<file path="src/rtl/perf_cnt_pkg.sv">
// Shared types and constants for the performance counter bank.
package perf_cnt_pkg;

    typedef enum logic [1:0] {
        PERF_IDLE   = 2'd0,
        PERF_COUNT  = 2'd1,
        PERF_FROZEN = 2'd2
    } perf_state_t;

    localparam int PERF_NUM_EVENTS = 8;
    localparam int PERF_CNT_WIDTH  = 32;

    localparam int EV_CYCLE   = 0;
    localparam int EV_STALL   = 1;
    localparam int EV_BR      = 2;
    localparam int EV_MISPRED = 3;
    localparam int EV_PMEM_RD = 4;
    localparam int EV_PMEM_WR = 5;

    // A single-channel bank still needs a one-bit select port.
    function automatic int sel_width(input int n);
        return (n > 1) ? $clog2(n) : 1;
    endfunction

endpackage

</file>
<file path="src/rtl/perf_counter_cell.sv">
// One event counter with wrap-or-saturate behaviour and a sticky overflow flag.
module perf_counter_cell #(
    parameter int CNT_WIDTH = 32,
    parameter int SATURATE  = 0
) (
    input  logic                 clk,
    input  logic                 rst,
    input  logic                 inc,
    input  logic                 clr,
    output logic [CNT_WIDTH-1:0] count,
    output logic                 ovf
);

    logic [CNT_WIDTH-1:0] count_q, count_d;
    logic                 ovf_q, ovf_d;
    logic                 at_max;

    assign at_max = &count_q;

    // Overflow is flagged on any increment attempted at all-ones, in both modes.
    always_comb begin
        count_d = count_q;
        ovf_d   = ovf_q;
        if (clr) begin
            count_d = '0;
            ovf_d   = 1'b0;
        end else if (inc) begin
            ovf_d = ovf_q | at_max;
            if (!(at_max && (SATURATE != 0))) begin
                count_d = count_q + CNT_WIDTH'(1);
            end
        end
    end

    always_ff @(posedge clk or posedge rst) begin
        if (rst) begin
            count_q <= '0;
            ovf_q   <= 1'b0;
        end else begin
            count_q <= count_d;
            ovf_q   <= ovf_d;
        end
    end

    assign count = count_q;
    assign ovf   = ovf_q;

endmodule

</file>
<file path="src/rtl/perf_counter_bank.sv">
// Bank of event counters with IDLE/COUNT/FROZEN control and a one-outstanding read port.
// Define PERF_CNT_SNAPSHOT_EN to add a snap input and shadow registers that reads return.
module perf_counter_bank
    import perf_cnt_pkg::*;
#(
    parameter  int NUM_EVENTS = PERF_NUM_EVENTS,
    parameter  int CNT_WIDTH  = PERF_CNT_WIDTH,
    parameter  int SATURATE   = 0,
    localparam int SEL_W      = sel_width(NUM_EVENTS)
) (
    input  logic                  clk,
    input  logic                  rst,
    input  logic                  enable,
    input  logic                  clear,
    input  logic                  halt,
    input  logic [NUM_EVENTS-1:0] event_i,
`ifdef PERF_CNT_SNAPSHOT_EN
    input  logic                  snap,
`endif
    input  logic                  rd_req,
    input  logic [SEL_W-1:0]      rd_sel,
    output logic                  rd_valid,
    output logic [CNT_WIDTH-1:0]  rd_data,
    output logic                  rd_err,
    output logic [NUM_EVENTS-1:0] overflow,
    output logic                  frozen
);

    perf_state_t state_q, state_d;
    logic        count_en;

    logic [CNT_WIDTH-1:0] cnt     [NUM_EVENTS];
    logic [CNT_WIDTH-1:0] rd_src  [NUM_EVENTS];
    logic [NUM_EVENTS-1:0] ovf;

    logic                 rd_valid_q, rd_valid_d;
    logic                 rd_err_q, rd_err_d;
    logic [CNT_WIDTH-1:0] rd_data_q, rd_data_d;
    logic                 accept;
    logic                 sel_hit;
    logic [CNT_WIDTH-1:0] sel_val;

    // clear beats halt beats normal enable-driven transitions.
    always_comb begin
        state_d = state_q;
        if (clear) begin
            state_d = PERF_IDLE;
        end else if (halt) begin
            state_d = PERF_FROZEN;
        end else begin
            case (state_q)
                PERF_IDLE:  if (enable)  state_d = PERF_COUNT;
                PERF_COUNT: if (!enable) state_d = PERF_IDLE;
                default:    state_d = state_q;
            endcase
        end
    end

    always_ff @(posedge clk or posedge rst) begin
        if (rst) begin
            state_q <= PERF_IDLE;
        end else begin
            state_q <= state_d;
        end
    end

    assign count_en = (state_q == PERF_COUNT) && enable && !clear && !halt;
    assign frozen   = (state_q == PERF_FROZEN);

    for (genvar g = 0; g < NUM_EVENTS; g++) begin : g_cell
        perf_counter_cell #(
            .CNT_WIDTH (CNT_WIDTH),
            .SATURATE  (SATURATE)
        ) u_cell (
            .clk   (clk),
            .rst   (rst),
            .inc   (count_en && event_i[g]),
            .clr   (clear),
            .count (cnt[g]),
            .ovf   (ovf[g])
        );
    end

    assign overflow = ovf;

`ifdef PERF_CNT_SNAPSHOT_EN
    logic [CNT_WIDTH-1:0] shadow_q [NUM_EVENTS];
    logic [CNT_WIDTH-1:0] shadow_d [NUM_EVENTS];
    logic                 capture;

    // Shadows also capture on the edge that enters FROZEN, so a halted bank reads back its final counts.
    assign capture = snap || (halt && (state_q != PERF_FROZEN));

    always_comb begin
        for (int i = 0; i < NUM_EVENTS; i++) begin
            shadow_d[i] = shadow_q[i];
            if (clear) begin
                shadow_d[i] = '0;
            end else if (capture) begin
                shadow_d[i] = cnt[i];
            end
        end
    end

    always_ff @(posedge clk or posedge rst) begin
        if (rst) begin
            for (int i = 0; i < NUM_EVENTS; i++) begin
                shadow_q[i] <= '0;
            end
        end else begin
            for (int i = 0; i < NUM_EVENTS; i++) begin
                shadow_q[i] <= shadow_d[i];
            end
        end
    end

    always_comb begin
        for (int i = 0; i < NUM_EVENTS; i++) begin
            rd_src[i] = shadow_q[i];
        end
    end
`else
    always_comb begin
        for (int i = 0; i < NUM_EVENTS; i++) begin
            rd_src[i] = cnt[i];
        end
    end
`endif

    // Reads sample the registered value, so a read in a clear or increment cycle sees the old count.
    always_comb begin
        sel_hit = 1'b0;
        sel_val = '0;
        for (int i = 0; i < NUM_EVENTS; i++) begin
            if (rd_sel == SEL_W'(i)) begin
                sel_hit = 1'b1;
                sel_val = rd_src[i];
            end
        end
        accept     = rd_req && !rd_valid_q;
        rd_valid_d = accept;
        rd_err_d   = accept && !sel_hit;
        rd_data_d  = rd_data_q;
        if (accept) begin
            rd_data_d = sel_hit ? sel_val : '0;
        end
    end

    always_ff @(posedge clk or posedge rst) begin
        if (rst) begin
            rd_valid_q <= 1'b0;
            rd_err_q   <= 1'b0;
            rd_data_q  <= '0;
        end else begin
            rd_valid_q <= rd_valid_d;
            rd_err_q   <= rd_err_d;
            rd_data_q  <= rd_data_d;
        end
    end

    assign rd_valid = rd_valid_q;
    assign rd_err   = rd_err_q;
    assign rd_data  = rd_data_q;

endmodule

</file>
<file path="config.mk">
export PLATFORM = sky130hd
export DESIGN_NAME = perf_counter_bank
export DESIGN_NICKNAME = d
export VERILOG_FILES = /design/src/rtl/perf_cnt_pkg.sv /design/src/rtl/perf_counter_cell.sv /design/src/rtl/perf_counter_bank.sv
export SDC_FILE = /design/constraint.sdc
export NUM_CORES = 1
export LEC_CHECK = 0
export CORE_MARGIN = 8
export CORE_UTILIZATION = 55
export DETAILED_ROUTE_END_ITERATION = 7
export PLACE_DENSITY = 0.8
export SLEW_MARGIN = 5
export SYNTH_ARGS = -nofsm -noshare
export SYNTH_HDL_FRONTEND = slang
export SYNTH_SLANG_ARGS = --single-unit
</file>
<file path="constraint.sdc">
create_clock -name clk -period 11.4 [get_ports clk]
set_input_delay 2.85 -clock clk [delete_from_list [all_inputs] [get_ports clk]]
set_output_delay 2.85 -clock clk [all_outputs]
set_load 0.1 [all_outputs]
</file>
==> results of run 1 <==
[Yosys cell counts (3+ instances only)]
cell type	number	area, um^2
nor2b_1	13	81.33
a31oi_1	10	62.56
o21ai_0	63	315.3
and4_1	23	201.4
buf_6	3	33.78
nand2_1	153	574.3
nor2_1	291	1092
xnor2_1	95	832.1
mux2_2	9	101.4
a21oi_1	60	300.3
o31ai_1	4	30.03
a22oi_1	7	52.55
o22ai_1	8	50.05
mux2i_1	64	640.6
a41oi_1	4	35.03
inv_1	35	131.4
and3_1	27	168.9
o221ai_1	26	227.7
clkbuf_1	90	337.8
or4_1	9	67.56
nand2b_1	11	68.82
a21o_1	6	45.04
nor4_1	36	225.2
dfrtp_1	300	7507
buf_4	8	60.06
nor3_1	40	200.2
or2_2	4	25.02
o211ai_1	5	37.54
nand3_1	103	515.5
and2_1	14	87.58
buf_1	7	26.28
mux4_2	24	540.5
xor2_1	118	1033
nand4_1	87	544.3
or3_1	27	168.9
ha_1	8	100.1
[cell type report]
type	instances	area (um^2)
Clock buffer	54	1069
Clock inverter	8	133.9
Fill cell	2428	11560
Inverter	35	138.9
Multi-Input combinational cell	1370	8660
Sequential cell	300	7507
Tap cell	396	495.5
Timing Repair Buffer	74	706.9
[kinds of logic (layout without fill, tap and decap cells)]
kind of cell,count (synthesis),count (layout),share of synthesized area
other,1,1,0.0002244
buffers and inverters,143,171,0.03527
XOR/XNOR,213,213,0.1116
AO/OA/AOI/OAI,200,200,0.07301
adder cells (fa/ha/maj),8,8,0.005991
multiplexers,97,97,0.07675
flip-flops,300,300,0.4493
AND/OR/NAND/NOR,851,851,0.2478
[cell usage in the layout, fill, tap and decap left out, types with 14 or more instances in the layout]
master,instances
clkdlybuf4s50_1,55
mux2i_1,64
o21ai_0,63
nand3_1,103
a21oi_1,60
nand2_1,153
xnor2_1,95
and3_1,27
and4_1,23
nor4_1,29
or3_1,27
nor2_1,291
nand4_1,87
dfrtp_1,300
xor2_1,118
o221ai_1,26
buf_4,15
nor3_1,40
mux4_2,24
and2_1,14
inv_1,34
clkbuf_16,36
[worst min path at each step]
stage / start / to / slack [ns]
after CTS: g_cell[5].u_cell.count[31] / g_cell[5].u_cell.count[31] / 0.47
after global routing: g_cell[5].u_cell.count[31] / g_cell[5].u_cell.count[31] / 0.51
after global placement: g_cell[5].u_cell.count[31] / g_cell[5].u_cell.count[31] / 0.45
after detailed placement: g_cell[5].u_cell.count[31] / g_cell[5].u_cell.count[31] / 0.45
after floorplan: g_cell[5].u_cell.count[31] / g_cell[5].u_cell.count[31] / 0.43
final: g_cell[5].u_cell.count[31] / g_cell[5].u_cell.count[31] / 0.46
[through the flow]
stage / setup slack [ns] / utilization / hold slack, ns / total power (uW)
2_1_floorplan: 0.2608 / - / 0.4310 / 1305
3_3_place_gp: 5.511 / 0.5784 / 0.4495 / 1376
3_5_place_dp: 5.429 / 0.5784 / 0.4520 / 1379
4_1_cts: 5.960 / 0.6181 / 0.4657 / 2537
5_1_grt: 5.722 / 0.6181 / 0.5058 / 2599
6_report: 5.866 / 0.6181 / 0.4641 / 2521
[power breakdown]
part	total (uW)	internal [uW]	switching, uW
Combinational	268	55.5	212
Sequential	1090	1080	12.0
Clock	1160	715	446
[per-layer routing]
layer,routed length [um],track usage,part of all wire
met3,4375,0.05596,0.094
met1,19310,0.3570,0.41
met2,20830,0.3850,0.45
met4,2257,0.1205,0.048
met5,0,0,0
[critical path: stages]
cell	delay, ns
clkdlybuf4s50_1	1.05
nand4_1	0.58
or4_1	0.81
or4b_1	0.51
a21oi_1	0.15
[sequential cells by signal (all words and copies together), names as in the netlist]
register,count
state_q,2
rd_err,1
rd_data,32
rd_valid,1
g_cell.u_cell.count,256
g_cell.u_cell.ovf,8
==> results.md, run 1 <==
- Status: finished, final reports clean
- First-pass GRT wire length: about 74000 um
- Clock transition at path regs: 0.06 ns
- Postcts setup bufs: 0
- Peak VDD IR: 0.09116 mV
- CTS tree: done
- Critical Path End: g_cell[6].u_cell.count[27]
- Fmax: 0.1807 GHz
- Hold path cells: 1
- Clock buffer depth: 3
- I/O Pins: 60
- Via count of the first global-routing pass: 13300
- # resized after CTS: 0
- Final Setup Violations: 0
- Post-DP Area: ~0.018 mm^2
- Crit path max fanout: 20
- Number of diodes: 0
- Final antenna-violating net count: 0
- Largest net degree at the start of global routing: between 150 and 200
- Mapped Area: 0.01671 mm^2
- Setup Skew: 0.01966 ns
- Post-CTS Hold Fix Bufs: 0
- EDFF count, synth: 0
- Fraction of registers with async set/reset: 1.000
- Required @ worst endpoint: 11.83 ns
- Cell count after synthesis: 1813
- Non-filler instance count after layout: about 2200
- Sequential area share after synthesis: 0.4493
- Critical Path AT: 5.96 ns
- Initial antenna violation count: 0
- Area Growth Syn to Fin: 11.97%
- Yosys warning count: 0
- Reg2reg start: state_q[1]
- Minimum clock period: 5.534 ns
- Total global-route track usage: 0.2585
- Final Hold Fails: 0
- Worst r2r dst: g_cell[1].u_cell.count[26]
- 1st-pass router iterations: 5
- Die Y: 190.3 um
- Distinct cells, synth: 53
- FF-to-FF path depth: 5
- WL/cell: ~21 um
- Post-layout instance area: between 0.015 and 0.02 mm^2
- Remaining global-route overflow: 0
- Vias per cell: between 6 and 7
- GPL Wtd Cong: roughly 0.95
- Syn nets: 1838
- Worst min path class: reg2reg
- Worst Tran Pin Value: 1.196 ns
- Period utilization: 0.4855
- 1st-iter DRT viols: 1817
- Starting density of the core: 0.5520
- Die ar.: 0.03621 mm^2
- RSZ-0062 raised after global routing: false
- Flop-to-flop setup slack: around 8.3 ns
- Post-route setup TNS: 0 ns
- Crit end category: register
- Clock sink count: 300
- Later-pin clock latency in the skew report: 0.52 ns
- Share of layout cells above drive strength 1: 0.06790
- MaxCap Viol Count: 0
- Core Region: about 0.030 mm^2
- Static Leak: around 0.0076 uW
- Slew Limit Fails: 0
- Worst setup path startpoint: enable
- Port bufs: 59
- Die W: 190.3 um
- Synthesized flop and latch total: 300
- Fin nets: 1841
- TritonCTS Buffers: 35
- Detailed placement HPWL: 32640 um
- FP Rows: 64
- Htree depth: 2
- Root buf cell: clkbuf_16
- Remaining DRCs: 0
- Final wirelength: 46780 um
- Avg Cell Area, Syn: 9.217 um^2
- Placed Cells: 2175
- Slew margin rel.: 0.1968
- Primary FF master, synth: dfrtp_1
- Type of origin of the critical path: input port
- Power per Cell Area: 134.7 mW/mm^2
- Crit path kind: in2reg
- Via count: ~14000
No activity file was read; power rests on OpenSTA's default activity.
==> inputs of run 2 (changes only) <==
- PLACE_DENSITY: 0.8 -> 0.77
- clock period: 11.4 -> 5.7 ns (I/O delays scaled with it)
==> run 2 against run 1 <==
  * Clock power up 92%
  * Utilization grew 0.15 points
  * Global-route usage fell by 1.0 points
  * Clock skew is 0.0037 ns lower
  * Worst hold slack improved by 0.0087 ns
  * Combinational power grew 100%
  * Register-to-register slack got worse by 5.6 ns
  * Sequential share of layout area is 0.099 points lower
  * Sequential power rose by 100%
  * Clock-buffer cell count shrank 8
  * Largest cell class unchanged
  * Largest power group unchanged
  * Highest routed layer unchanged
==> results.md, run 2 (synthesized netlist as in run 1, its figures left out) <==
- Via count: 13940 (-0.63%)
- Switching Share: 0.2672 (+0.001394)
- Clock network power share: 0.451 (-0.010)
- CTS tree: done
- Required @ worst endpoint: 6.13 ns (-5.70 ns)
- Htree depth: 2 (unchanged)
- Clock sink count: 300 (unchanged)
- Largest net degree at the start of global routing: 137 (-14%)
- Fin nets: 1856 (+0.81%)
- I/O Pins: 60 (unchanged)
- Critical Path AT: 4.34 ns (-1.62 ns)
- Minimum clock period: 3.910 ns
- Slew margin rel.: 0.1835 (-0.01331)
- Die ar.: 0.03621 mm^2 (unchanged)
- Static Leak: 0.007627 uW (+0.58%)
- Peak VDD IR: 0.1821 mV (+100%)
- Crit end category: register
- Setup Skew: 0.01600 ns (-0.003660 ns)
- GPL Wtd Cong: 0.9368 (-1.3%)
- Initial antenna violation count: 0 (unchanged)
- Detailed placement HPWL: 32060 um (-1.8%)
- Area Growth Syn to Fin: 12.25%
- Final wirelength: 45520 um (-2.7%)
- Combinational share of power: 0.108 (+0.002)
- # resized after CTS: 0 (unchanged)
- Most frequent cells in the layout: dfrtp_1, nor2_1, nand2_1, xor2_1, nand3_1
- Worst min path class: reg2reg
- Power per Cell Area: 263.9 mW/mm^2 (+96%)
- Internal: 3627 uW (+96%)
- Non-filler instance count after layout: 2250 (+0.58%)
- Largest register FFs: 256 (unchanged)
- Share of layout cells above drive strength 1: 0.07551 (+0.007615)
- Later-pin clock latency in the skew report: 0.52 ns (about the same)
- Via count of the first global-routing pass: 13440 (+1.1%)
- Seq pwr share: 0.441 (+0.008)
- Final antenna-violating net count: 0 (unchanged)
- Clock buffer depth: 3 (unchanged)
- Total global-route track usage: 0.2485 (-0.01005)
- Clock transition at path regs: 0.06 ns (about the same)
- Post-route setup TNS: 0 ns (unchanged)
- Final Power: 4949 uW (+96%)
- MaxCap Viol Count: 0 (unchanged)
- Crit path max fanout: 35 (+75%)
- Die Y: 190.3 um (unchanged)
- Placed Cells: 2191 (+0.74%)
- Root buf cell: clkbuf_16
- Starting density of the core: 0.5520 (unchanged)
- Switching pwr: 1322 uW (+97%)
- WL/cell: 20.23 um (-3.2%)
- Slew Limit Fails: 0 (unchanged)
- Period utilization: 0.6859
- Type of origin of the critical path: input port
- Worst Tran Pin Value: 1.215 ns (+0.01981 ns)
- TritonCTS Buffers: 34 (-2.9%)
- Port bufs: 59 (unchanged)
- Remaining DRCs: 0 (unchanged)
- Status: finished, final reports clean
- Leading cell type in the layout, fill and taps excluded: dfrtp_1
- FP Rows: 64 (unchanged)
- Fmax: 0.2558 GHz
- Crit path kind: in2reg
- Number of diodes: 0 (unchanged)
- 1st-pass router iterations: 6 (+1)
- Die W: 190.3 um (unchanged)
- Core Region: 0.03027 mm^2 (unchanged)
- First-pass GRT wire length: 72330 um (-2.7%)
- 1st-iter DRT viols: 1539 (-15%)
- Final Hold Fails: 0 (unchanged)
- RSZ-0062 raised after global routing: false
- Remaining global-route overflow: 0 (unchanged)
- Final Setup Violations: 0 (unchanged)
- Vias per cell: 6.197 (-1.2%)
- Post-CTS Hold Fix Bufs: 0 (unchanged)
- Final hold slack: 0.4728 ns (+0.008674 ns)
- Postcts setup bufs: 0 (unchanged)
run 2: power groups by stage:
stage | Combinational (uW) | Sequential (uW) | Clock, uW
2_1_floorplan | 176 | 2430 | 0
3_3_place_gp | 533 | 2220 | 0
3_5_place_dp | 537 | 2220 | 0
4_1_cts | 540 | 2180 | 2250
5_1_grt | 566 | 2180 | 2340
6_report | 536 | 2180 | 2230
run 2: per-stage QoR:
| step | utilization | worst slack, ns | instance area (um^2) |
|---|---|---|---|
| after floorplan | - | 0.2879 | 16710 |
| after global placement | 0.5823 | 1.320 | 17620 |
| after detailed placement | 0.5823 | 1.285 | 17620 |
| after CTS | 0.6197 | 1.815 | 18760 |
| after global routing | 0.6197 | 1.639 | 18760 |
| final | 0.6197 | 1.790 | 18760 |
run 2: final timing paths:
check / depth (start not counted) / endpoint / slack (ns) / start
worst max-delay path: 6 / g_cell[7].u_cell.count[31] / 1.79 / halt
worst min-delay path: 1 / g_cell[5].u_cell.count[31] / 0.47 / g_cell[5].u_cell.count[31]
worst max register to register: 5 / g_cell[7].u_cell.count[31] / 2.69 / state_q[1]
worst min register to register: 1 / g_cell[5].u_cell.count[31] / 0.47 / g_cell[5].u_cell.count[31]
max in group asynchronous: 4 / g_cell[2].u_cell.count[7] / 3.22 / rst
min in group asynchronous: 3 / g_cell[7].u_cell.count[23] / 1.37 / rst
run 2: critical path, stage by stage:
cell	delay, ns
clkdlybuf4s50_1	0.47
or4b_4	0.73
or3_1	0.61
or4_1	0.58
or3_1	0.35
a21oi_1	0.15
run 2: area by class of cell:
cell class / count / area [um^2]
Clock buffer: 46 / 989.7
Clock inverter: 13 / 142.6
Fill cell: 2454 / 11510
Inverter: 35 / 135.1
Multi-Input combinational cell: 1370 / 8660
Sequential cell: 300 / 7507
Tap cell: 396 / 495.5
Timing Repair Buffer: 90 / 827.0
run 2: per-layer routing:
layer	part of all wire	vias to the layer above	wire (um)	global-route usage
li1	-	6397	-	-
met1	0.41	6845	18680	0.3297
met2	0.47	597	21220	0.3982
met3	0.090	105	4100	0.05450
met4	0.033	0	1516	0.08711
met5	0	-	0	0
